**src/rtl/dither_pkg.sv**
```systemverilog
// Shared types and helpers for the dither lock channel: phase encoding and
// symmetric saturation used by the demodulator and the integrator.
package dither_pkg;

  typedef enum logic {
    PH_POS = 1'b0,
    PH_NEG = 1'b1
  } phase_e;

  // Clamp to the symmetric range [-(2^(width-1)-1), 2^(width-1)-1]
  function automatic logic signed [63:0] sat_n(input logic signed [63:0] value,
                                               input int width);
    logic signed [63:0] lim;
    lim = (64'sd1 <<< (width - 1)) - 64'sd1;
    if (value > lim) return lim;
    if (value < -lim) return -lim;
    return value;
  endfunction

endpackage

```
**src/rtl/dither_lock_demod_nco.sv**
```systemverilog
// Half-period phase counter producing the square dither, the cycle-start
// trigger and demodulator strobes, all registered and aligned to dith_o.
module dither_nco
  import dither_pkg::*;
#(
  parameter int N_B    = 16,
  parameter int N_HALF = 500,
  parameter int N_SKIP = 50,
  parameter int AMP    = 1024
) (
  input  logic               clk_i,
  input  logic               rst_i,
  output logic signed [N_B-1:0] dith_o,
  output logic               inhtrig_o,
  output logic               samp_en_o,
  output phase_e             ph_o,
  output logic               cyc_end_o
);

  localparam int CNT_W = $clog2(N_HALF);
  localparam logic signed [N_B-1:0] AMP_P = N_B'(AMP);
  localparam logic signed [N_B-1:0] AMP_N = -AMP_P;

  logic [CNT_W-1:0] cnt_q, cnt_d;
  phase_e           ph_q, ph_d;
  logic signed [N_B-1:0] dith_q;
  logic             trig_q, sampEn_q, cycEnd_q;
  phase_e           phOut_q;
  logic             lastCnt, skipOk;

  assign lastCnt = (cnt_q == CNT_W'(N_HALF - 1));

  generate
    if (N_SKIP == 0) begin : g_noskip
      assign skipOk = 1'b1;
    end else begin : g_skip
      assign skipOk = (cnt_q >= CNT_W'(N_SKIP));
    end
  endgenerate

  always_comb begin
    cnt_d = cnt_q + CNT_W'(1);
    ph_d  = ph_q;
    if (lastCnt) begin
      cnt_d = '0;
      ph_d  = (ph_q == PH_POS) ? PH_NEG : PH_POS;
    end
  end

  // Strobes carry the pre-edge state so each sample pairs with the dither level shown
  always_ff @(posedge clk_i) begin
    if (rst_i) begin
      cnt_q    <= '0;
      ph_q     <= PH_POS;
      dith_q   <= '0;
      trig_q   <= 1'b0;
      sampEn_q <= 1'b0;
      phOut_q  <= PH_POS;
      cycEnd_q <= 1'b0;
    end else begin
      cnt_q    <= cnt_d;
      ph_q     <= ph_d;
      dith_q   <= (ph_q == PH_POS) ? AMP_P : AMP_N;
      trig_q   <= (cnt_q == '0) && (ph_q == PH_POS);
      sampEn_q <= skipOk;
      phOut_q  <= ph_q;
      cycEnd_q <= lastCnt && (ph_q == PH_NEG);
    end
  end

  assign dith_o    = dith_q;
  assign inhtrig_o = trig_q;
  assign samp_en_o = sampEn_q;
  assign ph_o      = phOut_q;
  assign cyc_end_o = cycEnd_q;

endmodule

```
**src/rtl/dither_lock_demod.sv**
```systemverilog
// Lock-in servo for one dither channel: synchronous demodulation of sig_in
// per dither cycle and a holdable, clamped integrator driving lock_out.
module dither_lock_demod
  import dither_pkg::*;
#(
  parameter int N_B    = 16,
  parameter int N_OUT  = 16,
  parameter int N_ACC  = 32,
  parameter int N_HALF = 500,
  parameter int N_SKIP = 50,
  parameter int AMP    = 1024,
  parameter int ERR_SH = 8
) (
  input  logic                    clk,
  input  logic                    rst,
  input  logic signed [N_B-1:0]   sig_in,
  input  logic                    inthld,
  output logic signed [N_B-1:0]   dith_out,
  output logic                    inhtrig,
  output logic signed [N_B-1:0]   err_out,
  output logic                    err_valid,
  output logic signed [N_OUT-1:0] lock_out,
  output logic                    sat
);

  localparam logic signed [N_OUT-1:0] OUT_MAX = N_OUT'((64'sd1 <<< (N_OUT - 1)) - 64'sd1);

  logic   sampEn, cycEnd;
  phase_e samplePh;

  logic signed [N_ACC-1:0] acc_q, acc_d, accNext, sigExt;
  logic signed [N_B-1:0]   err_q, err_d;
  logic                    errValid_q, errValid_d;
  logic signed [N_OUT-1:0] integ_q, integ_d, lock_q;
  logic                    sat_q;
  logic signed [63:0]      accWide, sumWide;

  dither_nco #(
    .N_B(N_B), .N_HALF(N_HALF), .N_SKIP(N_SKIP), .AMP(AMP)
  ) u_nco (
    .clk_i(clk), .rst_i(rst),
    .dith_o(dith_out), .inhtrig_o(inhtrig),
    .samp_en_o(sampEn), .ph_o(samplePh), .cyc_end_o(cycEnd)
  );

  assign sigExt = {{(N_ACC - N_B){sig_in[N_B-1]}}, sig_in};

  // The closing sample of a cycle is folded in before err_out is formed
  always_comb begin
    acc_d      = acc_q;
    err_d      = err_q;
    errValid_d = 1'b0;
    integ_d    = integ_q;
    accNext    = acc_q;
    accWide    = '0;
    sumWide    = '0;
    if (sampEn)
      accNext = (samplePh == PH_POS) ? acc_q + sigExt : acc_q - sigExt;
    if (cycEnd) begin
      accWide    = {{(64 - N_ACC){accNext[N_ACC-1]}}, accNext};
      err_d      = N_B'(sat_n(accWide >>> ERR_SH, N_B));
      errValid_d = 1'b1;
      acc_d      = '0;
    end else begin
      acc_d = accNext;
    end
    if (errValid_q && !inthld) begin
      sumWide = {{(64 - N_OUT){integ_q[N_OUT-1]}}, integ_q}
              + {{(64 - N_B){err_q[N_B-1]}}, err_q};
      integ_d = N_OUT'(sat_n(sumWide, N_OUT));
    end
  end

  always_ff @(posedge clk) begin
    if (rst) begin
      acc_q      <= '0;
      err_q      <= '0;
      errValid_q <= 1'b0;
      integ_q    <= '0;
      lock_q     <= '0;
      sat_q      <= 1'b0;
    end else begin
      acc_q      <= acc_d;
      err_q      <= err_d;
      errValid_q <= errValid_d;
      integ_q    <= integ_d;
      lock_q     <= integ_q;
      sat_q      <= (integ_q == OUT_MAX) || (integ_q == -OUT_MAX);
    end
  end

  assign err_out   = err_q;
  assign err_valid = errValid_q;
  assign lock_out  = lock_q;
  assign sat       = sat_q;

endmodule

```
**config.mk**
```make
export PLATFORM = sky130hd
export DESIGN_NAME = dither_lock_demod
export DESIGN_NICKNAME = d
export VERILOG_FILES = /design/src/rtl/dither_pkg.sv /design/src/rtl/dither_lock_demod_nco.sv /design/src/rtl/dither_lock_demod.sv
export SDC_FILE = /design/constraint.sdc
export NUM_CORES = 1
export LEC_CHECK = 0
export ABC_AREA = 1
export BUFFER_PORTS_ARGS = -buffer_cell sky130_fd_sc_hd__buf_4
export CAP_MARGIN = 20
export CORE_UTILIZATION = 40
export CTS_CLUSTER_DIAMETER = 150
export DETAILED_ROUTE_END_ITERATION = 12
export GPL_TIMING_DRIVEN = 0
export PLACE_DENSITY = 0.63
export SLEW_MARGIN = 15
export SYNTH_ARGS = -nofsm -noshare
export SYNTH_HDL_FRONTEND = slang
export SYNTH_HIERARCHICAL = 1
export SYNTH_SLANG_ARGS = --single-unit
```
**constraint.sdc**
```tcl
create_clock -name clk -period 4.5 [get_ports clk]
set_clock_uncertainty 0.15 [all_clocks]
set_input_delay 0.45 -clock clk [delete_from_list [all_inputs] [get_ports clk]]
set_output_delay 0.45 -clock clk [all_outputs]
set_load 0.02 [all_outputs]
```
* Word-level counts from Yosys, hierarchy flattened
Index checks and enable logic that the tools add are counted.
** Operators by class
- Reductions and logical operators :: 8
- Bitwise operators :: 1
- $lt $le $gt $ge :: 5
- Equality and inequality tests :: 3
- Multiplexer cells :: 23
- Add/subtract/negate cells :: 4
** Operator list (number)
- 16-bit 2-to-1 mux :: 9
- 32-bit 2-to-1 mux :: 2
- 32-bit by 16-bit adder with 32-bit output :: 1
- 16-bit == test, second input constant :: 2
- 32-bit by 16-bit subtractor with 32-bit output :: 1
- 24-bit by 16-bit > comparator with 1-bit output, second input constant :: 1
- 24-bit by 16-bit less-than comparator with 1-bit output, second input constant :: 1
- 16-bit by 16-bit adder with 17-bit output :: 1
- 17-bit by 16-bit > comparator with 1-bit output, second input constant :: 1
- 17-bit by 16-bit less-than comparator with 1-bit output, second input constant :: 1
- 1-bit 2-to-1 mux :: 12
- 9-bit by 1-bit adder with 9-bit output, second input constant :: 1
- 9-bit == test, second input constant :: 1
- 9-bit by 6-bit >= comparator with 1-bit output, second input constant :: 1
- 9-bit zero test :: 1
- 2-bit OR reduction :: 2
- 1-bit logical AND :: 3
- 1-bit zero test :: 1
- 1-bit logical OR :: 1
- 1-bit NOT :: 1
** Storage, ports and cells
- Flip-flop bits (word level) :: 112
- Input bits :: 19
- Logic and storage cells :: 58
- Output and inout bits :: 51

* Depth between registers and ports, before layout
Gate-level depths: netlist of run 1.
- Word-level depth :: 10
- Gate-level depth with buffers :: 32

* Hierarchy
Netlist of run 1, hierarchy kept.
** By module, submodules not included
- dither_lock_demod :: seq. area each 1641.6 um^2, cells an instance 1161, area each 6874.1 um^2, instances 1
- dither_nco :: seq. area each 300.3 um^2, cells an instance 106, area each 793.3 um^2, instances 1

* Worst setup path after synthesis of run 1
OpenSTA, ideal clock, no wires.
- Path kind :: input port to flip-flop
- Start point :: in sig_in[2]
- End point :: reg err_q[8] (netlist: err_out[8])
- Data required time :: 4.237 ns
- Arrival :: 3.484 ns
- Stages on the path :: 31
- Path buffers :: 1
- Setup slack :: 0.752 ns
- Path through :: nor3_1 -> inv_1 -> nor2_1 -> inv_1 -> nor4_1 -> nand2_1 -> inv_1 -> nand3_1 -> ha_1 -> nand2_1 -> nand2_1 -> ha_1 -> nand2_1 -> inv_1 -> nand2_1 -> nand2_1 -> nand2_1 -> nand2_1 -> a21oi_1 -> nand2_1 -> nand2_1 -> nand3_2 -> nand2_2 -> nand2_1 -> nor2_2 -> nand3_2 -> nand2_2 -> buf_6 -> nand2_1 -> nand3_1 -> nand2_1
** Between the ends
- Cells in the longest elaborated chain, start to end :: 9
** RTL lines
- from (decl) :: RTL line dither_lock_demod.sv:16 : input logic signed [N_B-1:0] sig_in,
- 32-bit by 16-bit adder with 32-bit output / 32-bit by 16-bit subtractor with 32-bit output (equally long branches) :: RTL line dither_lock_demod.sv:58 : accNext = (samplePh == PH_POS) ? acc_q + sigExt : acc_q - sigExt;
- 32-bit 2-to-1 mux * :: RTL line dither_lock_demod.sv:58
- 32-bit 2-to-1 mux * :: RTL line dither_lock_demod.sv:57 : if (sampEn)
- 24-bit by 16-bit less-than comparator with 1-bit output :: RTL line dither_pkg.sv:16 : if (value < -lim) return -lim;
- 1-bit 2-to-1 mux (2 in a row) :: RTL line dither_pkg.sv:16
- 1-bit 2-to-1 mux :: RTL line dither_lock_demod.sv:59 : if (cycEnd) begin
- 16-bit 2-to-1 mux :: RTL line dither_pkg.sv:17 : return value;
- 16-bit 2-to-1 mux * :: RTL line dither_pkg.sv:16
- to (signal assigned) :: RTL line dither_lock_demod.sv:84 : err_q <= err_d;
- to (decl) :: RTL line dither_lock_demod.sv:32 : logic signed [N_B-1:0] err_q, err_d;
Every way passes the cells marked *; elsewhere a longest branch is shown, timed or not. The select of a mux whose other input is x is not followed.
A chain may end at the register's enable or synchronous reset.

* Worst setup path in the final report of run 1
- Start point :: in sig_in[1]
- End point :: reg err_q[9] (netlist: err_out[9])
Same word-level chain as after synthesis.

==> flow_metrics.tcl, run 1 <==
set metrics [dict create \
    status "completed" \
    start_kind "primary input" \
    cp-end-kind "flop" \
    htreeDepth 3 \
    layout.cells.non_filler 1586 \
    initial_core_util 0.4085 \
    max_freq_mhz 243.1 \
    period_share 0.9140 \
    seq_area_frac_synth 0.2533 \
    grt_pass1_vias 7398 \
    clk_pin_slew_ns 0.07 \
    avgSynthCellArea_sq_um 6.052 \
    synth_area_leaders "dfxtp_1 25%, nand2_1 19%, inv_1 10%" \
    finalHoldViolCount 0 \
    yosys_warnings 6 \
    synthToLayoutAreaGrowth_pct 15.31 \
    p_clk_frac 0.435 \
    core_sq_mm 0.01877 \
    drtAntennaViolNets 0 \
    p_per_area_mw_per_mm2 207.9 \
    seq_power_share 0.470 \
    synth.top_cell.area_share 0.2533 \
    die_h_um 140.5 \
    p_int_mw 1.360 \
    floorplan.die_area_sq_mm 0.01973 \
    rows 50 \
    period_needed_ns 4.113 \
    worst_slew_pin_slew_ns 0.6752 \
    synth_compound_area_frac 0.08616 \
    ys_types 41 \
    peakVddDrop_mv 0.1972 \
    totalWireLength_um 20990 \
    grt.overflow.total 0 \
    post_synth_mux_area_share 0 \
    crit_type "primary input to flop" \
    vias_per_cell 4.827 \
    drc_errors 0 \
    drt_first_pass_iters 4 \
    layout_commonest_cell "nand2_1" \
    synth_area_leader_cell "dfxtp_1" \
    netlist_area_sq_mm 0.007667 \
    worstSkewPairLatency_ns 0.35 \
    synthSimpleGateAreaFrac 0.3938 \
    die_x_um 140.5 \
    p_leak_nw 4.940 \
    slew_headroom 0.5499 \
    combPwrFrac 0.094 \
    portBuffers 59 \
    antenna_found_initial 0 \
    slowest_delay_ns 0.38 \
    cts-root-buf "clkbuf_16" \
    synth_seq_cells 97 \
    n_antenna_cell 0 \
    vias 7655 \
    slew_violations 0 \
    swShare 0.2603 \
    clk_path_buf_depth 2 \
    wl_per_cell_um 13.24 \
    clock-sinks 97 \
    cts_buffers 9 \
    synthXorXnorAreaFrac 0.03998 \
    ctsHoldBuffers 0 \
    switching_power_mw 0.4784 \
    track_usage 0.2243 \
    r2r_cells 24 \
    pin_count 70 \
    final_cell_mix "380 x nand2_1, 212 x inv_1, 161 x nor2_1, 97 x dfxtp_1, 81 x nand3_1" \
    dpl.cell_count 1569 \
    min_delay_path_depth 2 \
    final_nets 1420 \
    grt_max_degree 18 \
    cts_tree "built" \
    cap_violations 0 \
    gp_congestion 0.9362 \
    synth_fa_ha_area_frac 0.09008 \
    dp_hpwl_um 17130 \
    crit_path_top_delay_cell "nor4_4" \
    required_ns 4.60 \
    grt_pass1_wl_um 35240 \
    synth_top_family_by_area "simple AND/OR/NAND/NOR gates" \
    synthCells 1267 \
    fillCellCount 2003 \
    worstPathArrival_ns 4.21 \
    crit_path_frequent_cell "nand2_1" \
    worstHoldPathType "primary input to flop" \
    finalSetupViolCount 0 \
    path_max_fanout 10 \
    layout-drive-gt1-share 0.1324 \
    first_iter_violations 463 \
    fin_tns_setup_ns 0 \
]
power groups by stage:
| stage | combinational (mW) | clock, mW | sequential [mW] |
|---|---|---|---|
| finish | 0.174 | 0.800 | 0.865 |
| global route | 0.195 | 0.846 | 0.865 |
| CTS | 0.167 | 0.817 | 0.865 |
| detailed placement | 0.166 | 0 | 0.885 |
| global placement | 0.165 | 0 | 0.885 |
| floorplan | 0.117 | 0 | 0.886 |
Yosys cell counts (all sizes together):
cell type and instances:
nor4 10, nand3b 2, conb 1, o21ai 38
ha 52, o21a 1, xor2 29, nor2 173
nand3 92, a31oi 3, and2 1, or3 1
dfxtp 97, nand2 397, fa 2, nor3 7
xnor2 6, a21o 3, a21oi 60, buf 28
nand4 12, inv 216, or2 15, o311ai 1
o21bai 8, clkbuf 9, o31ai 2, o211ai 1
cells by family (layout without fill, tap and decap cells):
family                   Yosys count  after routing
AO/OA/AOI/OAI                    117            117
XOR/XNOR                          35             35
adder cells (fa/ha/maj)           54             54
buffers and inverters            253            329
flip-flops                        97             97
other                              1             10
AND/OR/NAND/NOR                  710            710
path summary, 6_finish.rpt:
kind                         start         endpoint  slack, ns
hold / removal                 rst  u_nco/cyc_end_o       0.18
hold reg to reg         err_out[9]       err_out[9]       0.33
setup / recovery         sig_in[1]       err_out[9]       0.39
setup reg to reg  u_nco/dith_o[14]       err_out[9]       0.54
sequential cells by signal (all words and copies together) (netlist names):
register / cells
lock_out: 16
u_nco/cnt_q: 9
u_nco/dith_o: 2
sat: 1
u_nco/ph_q: 1
u_nco/inhtrig_o: 1
u_nco/cyc_end_o: 1
u_nco/samp_en_o: 1
acc_q: 32
err_valid: 1
err_out: 16
integ_q: 16
repair_timing:
| action | CTS | global route |
|---|---|---|
| pin swaps | 0 | 2 |
| setup endpoints to repair | 14 | 16 |
| resized for setup | 2 | 17 |
| setup buffers | 0 | 1 |
| endpoints found under the hold margin | 0 | 0 |
metal layers:
| metal | global-route usage | vias to the layer above | part of all wire |
|---|---|---|---|
| li1 | - | 4070 | - |
| met1 | 0.2954 | 3384 | 0.49 |
| met2 | 0.3779 | 165 | 0.44 |
| met3 | 0.02085 | 36 | 0.034 |
| met4 | 0.08867 | 0 | 0.028 |
| met5 | 0 | - | 0 |
cell type report:
| class | count | area [sq um] | area share |
|---|---|---|---|
| sequential | 97 | 1942 | 0.2196 |
| clock inverter | 7 | 80.08 | 0.009057 |
| inverter | 216 | 810.8 | 0.09171 |
| clock buffer | 9 | 225.2 | 0.02547 |
| timing repair buffer | 60 | 450.4 | 0.05095 |
| buffer | 37 | 234.0 | 0.02646 |
| multi-input combinational | 926 | 4806 | 0.5436 |
| tap | 234 | 292.8 | 0.03312 |
through the flow:
stage | hold WS (ns) | utilization | cell area [sq um] | total power [mW] | worst slack (ns)
6_report | 0.1800 | 0.4711 | 8841 | 1.838 | 0.3870
5_1_grt | 0.1891 | 0.4711 | 8841 | 1.907 | -0.05516
4_1_cts | 0.1704 | 0.4665 | 8755 | 1.848 | 0.08004
3_5_place_dp | 0.3096 | 0.4495 | 8437 | 1.050 | -0.5329
3_3_place_gp | 0.2950 | 0.4495 | 8437 | 1.050 | -0.5072
2_1_floorplan | 0.2796 | - | 7701 | 1.002 | 0.7524
critical path: cells and delay by family:
kind / cells / cell delay (ns)
adders and majority gates: 2 / 0.45
AOI/OAI and AO/OA: 2 / 0.37
buffers and inverters: 6 / 0.65
and+or+nand+nor: 20 / 2.27
No activity file was read; power rests on OpenSTA's default activity.
==> run 2: changes to the inputs <==
- BUFFER_PORTS_ARGS: -buffer_cell sky130_fd_sc_hd__buf_4 -> unset
- CORE_UTILIZATION: 40 -> 65
- DONT_BUFFER_PORTS: unset -> 1
- PLACE_DENSITY: 0.63 -> 0.87
==> run 2 against run 1 <==
Sequential power about the same. Via count up 0.17%. Cell area down 7.4%. Fmax up 0.56%. Core utilization up 24 points. Flip-flop and latch count unchanged. Global-route usage up 10 points. Hold slack worse by 0.17 ns. Critical path depth down 1. Clock power down 5.6%. Total power down 3.7%. Setup slack better by 0.023 ns. Largest power group unchanged.
==> flow_metrics.tcl, run 2 (same netlist as run 1, synthesis figures left out) <==
set metrics [dict create \
    multiInputGateArea_sq_mm 0.004735 \
    initial_core_util 0.6686 \
    pin_count 70 \
    slew_headroom 0.6053 \
    synthToLayoutAreaGrowth_pct 6.756 \
    htreeDepth 3 \
    drt_first_pass_iters 5 \
    grt.overflow.total 0 \
    start_kind "primary input" \
    fillCellCount 981 \
    ctsHoldBuffers 0 \
    first_iter_violations 505 \
    largest-register "acc_q" \
    ctsResizeCount 0 \
    grt_pass1_vias 7028 \
    path_max_fanout 10 \
    layout-drive-gt1-share 0.08359 \
    p_leak_nw 4.610 \
    largest_register_ffs 32 \
    finalHoldViolCount 0 \
    cts-root-buf "clkbuf_16" \
    drc_errors 0 \
    vias_per_cell 5.344 \
    wl_per_cell_um 13.71 \
    portBuffers 0 \
    period_needed_ns 4.090 \
    slowest_delay_ns 0.41 \
    clk_path_buf_depth 2 \
    grt_max_degree 19 \
    peakVddDrop_mv 0.2490 \
    postLayoutSetupSlackWorst_ns 0.4100 \
    cts_tree "built" \
    finish.instance_area_sq_mm 0.008185 \
    p_per_area_mw_per_mm2 216.2 \
    clock-sinks 97 \
    core_sq_mm 0.01147 \
    vias 7668 \
    post-place-ws_ns -0.03868 \
    cap_violations 0 \
    min_from "rst" \
    crit_path_frequent_cell "nand2_1" \
    total_power_mw 1.770 \
    worstHoldPathType "primary input to flop" \
    crit_type "primary input to flop" \
    totalWireLength_um 19670 \
    layout_commonest_cell "nand2_1" \
    place_area_sq_mm 0.007880 \
    cp-end-kind "flop" \
    worstPathArrival_ns 4.24 \
    grt_pass1_wl_um 32260 \
    status "completed" \
    n_antenna_cell 0 \
    timing.rr.start "u_nco/dith_o[14]" \
    clk_pin_slew_ns 0.07 \
    setup.worst_path.start "sig_in[2]" \
    drtAntennaViolNets 0 \
    period_share 0.9089 \
    cts_buffers 9 \
    die_h_um 110.6 \
    die_x_um 110.6 \
    register_area_sq_mm 0.001942 \
    slew_violations 0 \
    floorplan.die_area_sq_mm 0.01223 \
    layout.cells.non_filler 1435 \
    dpl.cell_count 1419 \
    final_nets 1360 \
    crit_path_top_delay_cell "ha_2" \
    cts_setup_buffers 0 \
    final_cell_mix "382 x nand2_1, 212 x inv_1, 162 x nor2_1, 97 x dfxtp_1, 82 x nand3_1" \
    required_ns 4.65 \
    worstSkewPairLatency_ns 0.36 \
    antenna_found_initial 0 \
    finalSetupViolCount 0 \
    rows 39 \
    gp_congestion 0.9624 \
    track_usage 0.3263 \
    worst_slew_pin_slew_ns 0.5894 \
    max_freq_mhz 244.5 \
    dp_hpwl_um 15860 \
]
==> run 2: cell count changes in the layout (fill, tap and decap cells not counted), sizes merged <==
cell / before / now
clkinvlp: 2 / 1
clkinv: 3 / 0
buf: 88 / 28
bufinv: 1 / 0
inv: 217 / 221
clkbuf: 18 / 19
==> run 2: power by group <==
| group | switching, mW | total, mW | leakage, nW | internal (mW) |
|---|---|---|---|---|
| combinational | 0.0995 | 0.149 | 3.69 | 0.0491 |
| sequential | 0.00532 | 0.867 | 0.782 | 0.861 |
| clock | 0.366 | 0.755 | 0.138 | 0.389 |
| total | 0.470 | 1.77 | 4.61 | 1.30 |
==> run 2: path summary, 6_finish.rpt <==
check	depth (start not counted)	slack [ns]	endpoint
setup / recovery	29	0.41	err_out[8]
hold / removal	1	0.01	u_nco/dith_o[14]
setup reg to reg	24	0.45	err_out[8]
hold reg to reg	1	0.32	u_nco/cnt_q[0]
==> run 2: final cells by class <==
type                            count  area share
Multi-Input combinational cell    926      0.5784
Inverter                          216     0.09905
Tap cell                          143     0.02186
Clock buffer                       10     0.02797
Buffer                             37     0.02858
Clock inverter                      6    0.006879
Sequential cell                    97      0.2372
==> run 2: metrics by stage <==
step	setup TNS (ns)	hold WS (ns)	utilization
4_1_cts	0	0.008618	0.7121
3_5_place_dp	-0.07853	0.3141	0.6872
3_3_place_gp	0	0.2958	0.6872
5_1_grt	-0.1153	0.01057	0.7138
2_1_floorplan	0	0.2796	-
6_report	0	0.009527	0.7138
==> run 2: worst max-delay path: cells and delay by family <==
kind	cells	cell delay (ns)
fa+ha+maj	2	0.69
buf+inv	4	0.39
simple gates	23	2.70
==> run 2: routing by layer <==
metal / vias up / track usage / routed length, um
met1: 3387 / 0.3974 / 8306
li1: 3947 / - / -
met2: 291 / 0.5607 / 9226
met4: 0 / 0.1227 / 598
met5: - / 0 / 0
met3: 43 / 0.07135 / 1537
